<file path="config.mk">
export PLATFORM = sky130hd
export DESIGN_NAME = inert_disp_sel
export DESIGN_NICKNAME = d
export VERILOG_FILES = /design/src/rtl/inert_disp_sel.sv
export SDC_FILE = /design/constraint.sdc
export NUM_CORES = 1
export LEC_CHECK = 0
export ABC_AREA = 1
export BUFFER_PORTS_ARGS = -buffer_cell sky130_fd_sc_hd__buf_2
export CAP_MARGIN = 20
export CORE_UTILIZATION = 63
export CTS_CLUSTER_SIZE = 20
export DETAILED_ROUTE_END_ITERATION = 10
export PLACE_DENSITY_LB_ADDON = 0.08
export SYNTH_ARGS = -nofsm -noshare
export SYNTH_HDL_FRONTEND = slang
export SYNTH_SLANG_ARGS = --single-unit
export TNS_END_PERCENT = 10
</file>
<file path="constraint.sdc">
create_clock -name clk -period 5.3 [get_ports clk]
set_clock_uncertainty 0.2 [all_clocks]
set_input_delay 0.53 -clock clk [delete_from_list [all_inputs] [get_ports clk]]
set_output_delay 0.53 -clock clk [all_outputs]
set_load 0.005 [all_outputs]
</file>
<file path="src/rtl/inert_disp_sel.sv">
// inert_disp_sel: calibration handshake, NUM_CH-channel sample buffer and a
// windowed LED view of the selected channel with manual or automatic stepping.
module inert_disp_sel #(
  parameter int NUM_CH   = 3,
  parameter int DATA_W   = 16,
  parameter int LED_W    = 8,
  parameter int SHIFT_W  = 4,
  parameter int AUTO_PER = 25000000,
  parameter int CAL_TMO  = 50000000
) (
  input  logic                       clk,
  input  logic                       rst_n,
  input  logic                       cal_done,
  input  logic                       vld,
  input  logic [NUM_CH*DATA_W-1:0]   ch_data,
  input  logic                       next,
  input  logic                       prev,
  input  logic                       auto_en,
  input  logic                       freeze,
  input  logic [SHIFT_W-1:0]         shift,
  output logic                       strt_cal,
  output logic [LED_W-1:0]           LED,
  output logic [$clog2(NUM_CH)-1:0]  ch_sel,
  output logic                       cal_err
);

  localparam int CH_W    = $clog2(NUM_CH);
  localparam int TMR_W   = (CAL_TMO > 2) ? $clog2(CAL_TMO) : 1;
  localparam int CNT_W   = $clog2(AUTO_PER);
  localparam int MAX_LSB = DATA_W - LED_W;

  typedef enum logic [1:0] {ST_CAL, ST_SHOW, ST_ERR} state_t;

  state_t                         state_reg, state_next;
  logic [TMR_W-1:0]               cal_tmr_reg, cal_tmr_next;
  logic [CNT_W-1:0]               auto_cnt_reg, auto_cnt_next;
  logic [CH_W-1:0]                ch_sel_reg, ch_sel_next;
  logic [CH_W-1:0]                ch_inc, ch_dec;
  logic                           strt_pend_reg, strt_cal_reg;
  logic [NUM_CH-1:0][DATA_W-1:0]  samp_reg;
  logic [DATA_W-1:0]              in_word [NUM_CH];
  logic [DATA_W-1:0]              sel_word;
  logic                           cal_tmo;
  logic                           capture;
  int                             win_lsb;

  genvar gi;
  generate
    for (gi = 0; gi < NUM_CH; gi++) begin : g_unpack
      assign in_word[gi] = ch_data[gi*DATA_W +: DATA_W];
    end
  endgenerate

  // State register
  always_ff @(posedge clk or negedge rst_n) begin
    if (!rst_n) state_reg <= ST_CAL;
    else        state_reg <= state_next;
  end

  // Next-state logic; cal_done has priority over the timeout
  assign cal_tmo = (cal_tmr_reg == TMR_W'(CAL_TMO - 1));

  always_comb begin
    state_next = state_reg;
    case (state_reg)
      ST_CAL: begin
        if (cal_done)     state_next = ST_SHOW;
        else if (cal_tmo) state_next = ST_ERR;
      end
      ST_SHOW: state_next = ST_SHOW;
      ST_ERR:  if (next) state_next = ST_CAL;
      default: state_next = ST_CAL;
    endcase
  end

  // Output decode from registered state and sample buffer
  always_comb begin
    win_lsb  = (int'(shift) > MAX_LSB) ? MAX_LSB : int'(shift);
    sel_word = samp_reg[ch_sel_reg];
    LED      = '0;
    case (state_reg)
      ST_SHOW: LED = LED_W'(sel_word >> win_lsb);
      ST_ERR:  LED = '1;
      default: LED[LED_W-1] = 1'b1;
    endcase
  end

  assign cal_err  = (state_reg == ST_ERR);
  assign strt_cal = strt_cal_reg;
  assign ch_sel   = ch_sel_reg;

  assign ch_inc = (ch_sel_reg == CH_W'(NUM_CH - 1)) ? '0 : ch_sel_reg + CH_W'(1);
  assign ch_dec = (ch_sel_reg == '0) ? CH_W'(NUM_CH - 1) : ch_sel_reg - CH_W'(1);

  // A manual step always restarts the auto period and suppresses that cycle's auto step
  always_comb begin
    ch_sel_next   = ch_sel_reg;
    auto_cnt_next = '0;
    if (state_reg == ST_SHOW) begin
      if (next || prev) begin
        if (next && !prev)      ch_sel_next = ch_inc;
        else if (prev && !next) ch_sel_next = ch_dec;
      end else if (auto_en) begin
        if (auto_cnt_reg == CNT_W'(AUTO_PER - 1)) ch_sel_next = ch_inc;
        else                                      auto_cnt_next = auto_cnt_reg + CNT_W'(1);
      end
    end
  end

  assign cal_tmr_next = (state_reg == ST_CAL && state_next == ST_CAL) ?
                        cal_tmr_reg + TMR_W'(1) : '0;
  assign capture      = (state_reg == ST_SHOW) && vld && !freeze;

  // strt_pend marks "just entered CAL"; it resets high so the first clock pulses strt_cal
  always_ff @(posedge clk or negedge rst_n) begin
    if (!rst_n) begin
      strt_pend_reg <= 1'b1;
      strt_cal_reg  <= 1'b0;
      cal_tmr_reg   <= '0;
      auto_cnt_reg  <= '0;
      ch_sel_reg    <= '0;
    end else begin
      strt_pend_reg <= (state_reg == ST_ERR) && next;
      strt_cal_reg  <= strt_pend_reg;
      cal_tmr_reg   <= cal_tmr_next;
      auto_cnt_reg  <= auto_cnt_next;
      ch_sel_reg    <= ch_sel_next;
    end
  end

  always_ff @(posedge clk or negedge rst_n) begin
    if (!rst_n) begin
      samp_reg <= '0;
    end else if (capture) begin
      for (int k = 0; k < NUM_CH; k++) samp_reg[k] <= in_word[k];
    end
  end

endmodule

</file>
==> impl_summary.txt, run 1 <==
----------------------------------------------------
[STA]
  RSZ-0062 raised after global routing ... false
  Period minus WS final ... 3.76 ns
  Slew @ Worst Pin ... 0.916 ns
  Final Hold Violating Endpoints ... 0
  Tightest slew margin relative to the limit ... 0.388
  Total negative slack for setup checks ... 0 ns
  Setup slack of the critical path after layout ... 1.54 ns
  Share of the clock period used by the worst path after layout ... 0.710
  Final setup vio count ... 0
  Highest clock rate ... 0.266 GHz
  Number of max-slew violations in the final report ... 0

[Clock tree]
  Number of post-CTS setup repair buffers ... 0
  TritonCTS clock tree ... built
  Deepest level of the CTS H-tree ... 3
  Sinks on Clock Net ... 105
  Cts bufs inserted ... 9
  Cell chosen for the clock root ... sky130_fd_sc_hd__clkbuf_8
  Reg clk slew, reported paths ... 0.10 ns
  Number of buffers between clock root and the deepest sink ... 2
  Post-cts gate resize count ... 0
  Source-to-sink clock delay at the later pin of the worst-skew pair ... 0.36 ns

[Route]
  Top layer in use ... met4
  Wire per inst ... 14.6 um
  Amount of wire on met2 after detailed routing ... 6.23 mm
  Number of violations reported at the end of detailed-routing iteration 0 ... 287
  Total number of vias ... 4977
  Routed met1 length ... 5.81 mm
  Via-per-instance ratio ... 5.64
  Number of iterations in the first detailed-routing pass ... 8
  Number of design rule violations left after detail routing ... 0
  Detailed route wirelength on metal3 ... 673 um
  Antenna-violating nets left ... 0
  Total Wirelength ... 12.9 mm

[Power and ir drop]
  Net load switching power ... 0.000725 W
  Switching power share of the total ... 0.359
  Worst IR drop on VDD ... 271 uV
  Lkg Pwr ... 2.90 nW
  Power Density ... 314 mW/mm^2
  Combinational cell fraction of total power ... 0.300
  Int Power ... 0.00130 W
  Sequential share of power ... 0.476
  Portion of total power attributed to the clock network ... 0.224

[Floorplanning]
  Placement row count ... 34
  Initial core utilization ... 0.660
  Vertical die dimension ... 98.3 um
  Ports ... 72
  CORE AREA ... 0.00885 mm^2
  Die W ... 98.3 um
  Die Area ... 0.00966 mm^2

[Finish]
  Share of final-layout standard cells stronger than drive strength 1 ... 0.194
  Post-synthesis to final-layout area growth ... 10.3%
  Filler instances ... 692
  Antenna diode count ... 0
  Number of nets in the layout ... 840
  Largest register FFs ... 48
  Non-filler cells, final ... 883

[Yosys]
  Post-Synthesis Cells ... 706
  Warnings from Yosys ... 0
  Yosys reg bits ... 105
  Main synth FF type ... sky130_fd_sc_hd__dfrtp_1
  Ranking of synthesized cells by instance count ... sky130_fd_sc_hd__nand2_1, sky130_fd_sc_hd__dfrtp_1, sky130_fd_sc_hd__nand3_1
  Fraction of post-synthesis cell area in the top cell type by area ... 0.445
  Mapped cell area ... 0.00584 mm^2
  Cell taking the most area after synthesis ... sky130_fd_sc_hd__dfrtp_1
  Count of distinct cell types in the synthesized netlist ... 34
  Number of synthesized flops with an enable pin ... 0
  Nets in the synthesized netlist ... 776
  Average cell area after synthesis ... 8.28 um^2
  Top cells by area, synth ... sky130_fd_sc_hd__dfrtp_1, sky130_fd_sc_hd__nand2_1, sky130_fd_sc_hd__mux2_2
  Share of async-settable or async-resettable flops after synthesis ... 1.00
  Most frequent cell after synthesis ... sky130_fd_sc_hd__nand2_1
  Sequential share of the synthesized area ... 0.450

[Worst setup path]
  Cell repeated most along the worst path ... sky130_fd_sc_hd__nand3_1
  Cell chain of the critical path ... clkinv_1 > nand3_1 > nand3_1 > nand3_1 > nand2_1 > nand2_1 > nand3_1 > a21oi_1 > buf_2
  Arrival @ worst endpoint ... 3.03 ns
  Data required time at the worst endpoint ... 4.57 ns
  Cell family with most CP delay ... simple AND/OR/NAND/NOR gates
  Startpoint kind of the worst setup timing path ... flop
  CP Max Fanout ... 20
  CP max-delay cell ... sky130_fd_sc_hd__dfrtp_1
  Crit end category ... output pin
  Depth of the critical timing path with buffers and inverters included ... 9
  FF-to-FF path depth ... 7
  Crit path buffers/inverters ... 2
  Delay contributed by the slowest stage of the critical path ... 0.80 ns
  Worst setup path category ... flop to output pin

[Global route]
  Pin count of the biggest net entering global routing ... 55
  Antenna violations before repair ... 0
  Global-route wire length before repair ... 21.8 mm
  Vias in the first global route ... 4693
  GR Util All Layers ... 0.280
  Total gr overflow ... 0

[Placed design]
  Half-perimeter wire length after placement ... 9.35 mm
  Pre-CTS WS ... 2.00 ns
  Buffers on Ports ... 71
  Last weighted congestion value of the routability-driven placer ... 0.923
  Number of instances in the placed design ... 865

[Worst hold path]
  Hold path cells ... 0
  Class of the tightest hold or removal check ... flop to flop

[Run]
  Max-cap violations ... 0

[Outcome]
  Run status ... complete, no violations

----------------------------------------------------
[path summary, 6_finish.rpt]
kind | slack [ns] | endpoint | start
worst min register to register | 0.18 | strt_cal | strt_pend_reg
worst max-delay path | 1.54 | LED[6] | ch_sel[1]
worst min-delay path | 0.18 | strt_cal | strt_pend_reg
worst max register to register | 2.74 | samp_reg[44] | state_reg[1]
max in group asynchronous | 3.24 | state_reg[1] | rst_n
min in group asynchronous | 0.54 | cal_tmr_reg[16] | rst_n
[cell usage in the layout, fill, tap and decap left out, types with 2 or more instances in the layout]
cell / instances
sky130_fd_sc_hd__clkinv_1: 2
sky130_fd_sc_hd__nor2_1: 87
sky130_fd_sc_hd__ha_1: 10
sky130_fd_sc_hd__dfrtp_1: 104
sky130_fd_sc_hd__nor3_1: 25
sky130_fd_sc_hd__o21ai_0: 13
sky130_fd_sc_hd__mux2_2: 46
sky130_fd_sc_hd__clkinvlp_4: 3
sky130_fd_sc_hd__nor3_2: 2
sky130_fd_sc_hd__nand4_1: 10
sky130_fd_sc_hd__nor4_1: 3
sky130_fd_sc_hd__nand2_1: 154
sky130_fd_sc_hd__clkbuf_1: 2
sky130_fd_sc_hd__buf_4: 3
sky130_fd_sc_hd__nand3_1: 94
sky130_fd_sc_hd__inv_1: 58
sky130_fd_sc_hd__a31oi_1: 5
sky130_fd_sc_hd__xnor2_1: 10
sky130_fd_sc_hd__nor3b_1: 3
sky130_fd_sc_hd__buf_2: 70
sky130_fd_sc_hd__clkbuf_8: 9
sky130_fd_sc_hd__a21oi_1: 14
sky130_fd_sc_hd__nor2_2: 6
sky130_fd_sc_hd__nand2_2: 3
sky130_fd_sc_hd__xor2_1: 25
[worst reg2reg max path, delay by kind of cell (launching register included)]
family | cells | cell delay, ns
flops | 1 | 0.42
mux | 1 | 0.30
fa+ha+maj | 1 | 0.23
simple gates | 2 | 0.56
buf+inv | 3 | 0.74
[final cells by class]
type	instances	area, um^2	share of cell area
Timing Repair Buffer	75	410	0.0637
Multi-Input combinational cell	518	2870	0.445
Tap cell	108	135	0.0210
Clock buffer	11	131	0.0204
Clock inverter	5	40.0	0.00621
Inverter	61	229	0.0355
Sequential cell	105	2630	0.408
[cell families after synthesis]
| family | count (synthesis) | share of synthesized area |
|---|---|---|
| simple gates | 391 | 0.294 |
| flops | 105 | 0.450 |
| buf+inv | 83 | 0.0593 |
| mux | 47 | 0.0904 |
| compound gates | 35 | 0.0323 |
| xor+xnor | 35 | 0.0525 |
| fa+ha+maj | 10 | 0.0214 |
[stage by stage]
| stage | util | total power [W] | instance area, um^2 | hold slack, ns |
|---|---|---|---|---|
| finish | 0.728 | 0.00202 | 6440 | 0.185 |
| global route | 0.728 | 0.00214 | 6440 | 0.170 |
| CTS | 0.725 | 0.00202 | 6420 | 0.169 |
| detailed placement | 0.705 | 0.00157 | 6240 | 0.183 |
| global placement | 0.705 | 0.00155 | 6240 | 0.181 |
| floorplan | - | 0.00139 | 5840 | 0.0344 |
[power by group through the flow]
stage / logic (W) / registers (W) / clock network [W]
detailed placement: 0.000595 / 0.000975 / 0
finish: 0.000607 / 0.000963 / 0.000452
floorplan: 0.000467 / 0.000921 / 0
CTS: 0.000598 / 0.000960 / 0.000467
global route: 0.000679 / 0.000974 / 0.000489
global placement: 0.000581 / 0.000973 / 0
[repair_timing]
action                                  4_1_cts  5_1_grt
endpoints found under the setup margin        0        0
hold buffers                                  1        0
endpoints found under the hold margin         6        0
[routing by layer]
layer | vias up | GRT usage
li1 | 2433 | -
met2 | 152 | 0.462
met5 | - | 0
met3 | 22 | 0.0458
met1 | 2370 | 0.380
met4 | 0 | 0.0861
Note: power is estimated with default switching activity, not from simulation.
==> inputs of run 2 (changes only) <==
Settings changed: CORE_UTILIZATION 63 to 53.
Clock period 5.3 ns to 3.25 ns, I/O delays scaled along.
==> impl_summary.txt, run 2 (same netlist as run 1, synthesis figures left out) <==
----------------------------------------------------
[Clock tree]
  Reg clk slew, reported paths ... 0.11 ns (about the same)
  Number of post-CTS setup repair buffers ... 0 (unchanged)
  Cell chosen for the clock root ... sky130_fd_sc_hd__clkbuf_8
  Post-cts gate resize count ... 0 (unchanged)
  Sinks on Clock Net ... 105 (unchanged)
  Source-to-sink clock delay at the later pin of the worst-skew pair ... 0.40 ns (+0.04 ns)
  TritonCTS clock tree ... built
  Post-cts hold buffer count ... 50 (+49)
  Cts bufs inserted ... 9 (unchanged)
  Number of buffers between clock root and the deepest sink ... 2 (unchanged)
  Deepest level of the CTS H-tree ... 3 (unchanged)

[Power and ir drop]
  PnR Total Power ... 0.00348 W (+72%)
  Power Density ... 494 mW/mm^2 (+58%)
  Sequential share of power ... 0.430 (-0.046)
  Int Power ... 0.00226 W (+74%)
  Switching power share of the total ... 0.352 (-0.00617)
  Portion of total power attributed to the clock network ... 0.244 (+0.020)
  Lkg Pwr ... 3.16 nW (+8.8%)
  Net load switching power ... 0.00123 W (+69%)
  Worst IR drop on VDD ... 391 uV (+44%)
  Combinational cell fraction of total power ... 0.326 (+0.026)

[Worst setup path]
  Worst setup path category ... flop to output pin
  Delay contributed by the slowest stage of the critical path ... 0.50 ns (-0.30 ns)
  Cell family with most CP delay ... simple AND/OR/NAND/NOR gates
  CP max-delay cell ... sky130_fd_sc_hd__clkinv_1
  Startpoint kind of the worst setup timing path ... flop
  Data required time at the worst endpoint ... 2.72 ns (-1.85 ns)
  CP Max Fanout ... 18 (-10%)
  Crit path buffers/inverters ... 2 (unchanged)
  Crit end category ... output pin
  Cell chain of the critical path ... clkinv_1 > nand3_1 > nand3_1 > nand3_1 > o21ai_0 > nand2_1 > nand3_1 > a21oi_1 > buf_2
  Cell repeated most along the worst path ... sky130_fd_sc_hd__nand3_1
  Arrival @ worst endpoint ... 2.50 ns (-0.53 ns)

[Finish]
  Share of final-layout standard cells stronger than drive strength 1 ... 0.189 (-0.00439)
  Filler instances ... 877 (+27%)
  Post-synthesis to final-layout area growth ... 20.6%
  Antenna diode count ... 0 (unchanged)
  Most frequent cells in the layout ... sky130_fd_sc_hd__nand2_1, sky130_fd_sc_hd__dfrtp_1, sky130_fd_sc_hd__nand3_1, sky130_fd_sc_hd__nor2_1, sky130_fd_sc_hd__buf_2
  Most common cell after layout, fill and taps aside ... sky130_fd_sc_hd__nand2_1
  Non-Filler Cell Area, Final ... 0.00705 mm^2 (+9.3%)
  Largest register FFs ... 48 (unchanged)
  Footprint of the multi-input gates ... 0.00287 mm^2 (unchanged)
  Flip-flop and latch area ... 0.00263 mm^2 (unchanged)
  Number of nets in the layout ... 895 (+6.5%)

[Global route]
  Pin count of the biggest net entering global routing ... 87 (+58%)
  Vias in the first global route ... 5109 (+8.9%)
  Antenna violations before repair ... 0 (unchanged)
  GR Util All Layers ... 0.261 (-0.0181)
  Global-route wire length before repair ... 23.6 mm (+8.3%)
  Total gr overflow ... 0 (unchanged)

[Route]
  Number of iterations in the first detailed-routing pass ... 4 (-4)
  Total Wirelength ... 13.9 mm (+7.5%)
  Antenna-violating nets left ... 0 (unchanged)
  Number of violations reported at the end of detailed-routing iteration 0 ... 321 (+12%)
  Wire per inst ... 14.4 um (-1.7%)
  Number of design rule violations left after detail routing ... 0 (unchanged)
  Total number of vias ... 5118 (+2.8%)
  Via-per-instance ratio ... 5.30 (-6.0%)

[STA]
  Slew @ Worst Pin ... 0.626 ns (-0.290 ns)
  Total negative slack for setup checks ... 0 ns (unchanged)
  RSZ-0062 raised after global routing ... false
  Number of max-slew violations in the final report ... 0 (unchanged)
  Share of the clock period used by the worst path after layout ... 0.931
  Period minus WS final ... 3.02 ns
  Highest clock rate ... 0.331 GHz
  Tightest slew margin relative to the limit ... 0.580 (+0.191)
  Final setup vio count ... 0 (unchanged)
  Final Hold Violating Endpoints ... 0 (unchanged)

[Worst hold path]
  Class of the tightest hold or removal check ... primary input to flop

[Placed design]
  Half-perimeter wire length after placement ... 9.42 mm (+0.75%)
  Placed Instance Area ... 0.00632 mm^2 (+1.3%)
  Last weighted congestion value of the routability-driven placer ... 0.887 (-3.9%)
  Buffers on Ports ... 71 (unchanged)

[Floorplanning]
  Initial core utilization ... 0.556 (-0.104)
  CORE AREA ... 0.0105 mm^2 (+19%)
  Die Area ... 0.0114 mm^2 (+18%)
  Ports ... 72 (unchanged)
  Placement row count ... 37 (+8.8%)
  Die W ... 107 um (+8.8%)
  Vertical die dimension ... 107 um (+8.8%)

[Outcome]
  Run status ... complete, no violations

[Run]
  Max-cap violations ... 0 (unchanged)

----------------------------------------------------
-- run 2: cell count changes in the layout (fill, tap and decap cells not counted) --
cell / change
sky130_fd_sc_hd__inv_8: +1
sky130_fd_sc_hd__bufinv_16: +1
sky130_fd_sc_hd__inv_6: +1
sky130_fd_sc_hd__dlygate4sd3_1: +49
sky130_fd_sc_hd__clkbuf_1: -1
sky130_fd_sc_hd__buf_4: +6
sky130_fd_sc_hd__clkinvlp_4: -2
-- run 2: metrics by stage --
step	setup slack, ns	utilization	hold slack, ns	instances
finish	0.226	0.671	0.0413	966
global route	0.107	0.671	0.0551	966
CTS	0.208	0.668	0.0216	965
detailed placement	0.557	0.601	0.183	899
global placement	0.556	0.601	0.180	899
floorplan	1.23	-	-0.171	706
-- run 2: worst reg2reg max path, delay by kind of cell (launching register included) --
kind          cells  cell delay [ns]
fa+ha+maj         1             0.25
buf+inv           3             0.75
flops             1             0.43
mux               1             0.37
simple gates      2             0.26
-- run 2: layout make-up --
class                   count  share of cell area
flip-flops and latches    105               0.373
multi-input cells         518               0.407
well taps                 136              0.0241
clock buffers              10              0.0181
clock inverters             6              0.0107
repair buffers            130               0.134
inverters                  61              0.0325
-- run 2: power groups by stage --
stage	clock network, W	logic, W	registers, W
global placement	0	0.00105	0.00152
global route	0.000917	0.00127	0.00151
finish	0.000851	0.00113	0.00150
CTS	0.000880	0.00113	0.00150
floorplan	0	0.000761	0.00150
detailed placement	0	0.00108	0.00152
-- run 2: per-layer routing --
layer | global-route usage | vias up | share of wire | wire length (um)
met4 | 0.0900 | 0 | 0.018 | 244
met5 | 0 | - | 0 | 0
met1 | 0.341 | 2401 | 0.46 | 6340
li1 | - | 2541 | - | -
met3 | 0.0426 | 20 | 0.048 | 661
met2 | 0.441 | 156 | 0.48 | 6640
-- run 2: worst paths after layout --
| path | startpoint | to | slack (ns) | depth (start not counted) |
|---|---|---|---|---|
| max | ch_sel[1] | LED[4] | 0.23 | 9 |
| min | cal_done | state_reg[1] | 0.04 | 4 |
| max reg2reg | state_reg[1] | samp_reg[6] | 0.85 | 7 |
| min reg2reg | strt_pend_reg | strt_cal | 0.20 | 0 |
| max in group asynchronous | rst_n | cal_tmr_reg[12] | 1.80 | 4 |
| min in group asynchronous | rst_n | samp_reg[20] | 0.23 | 2 |
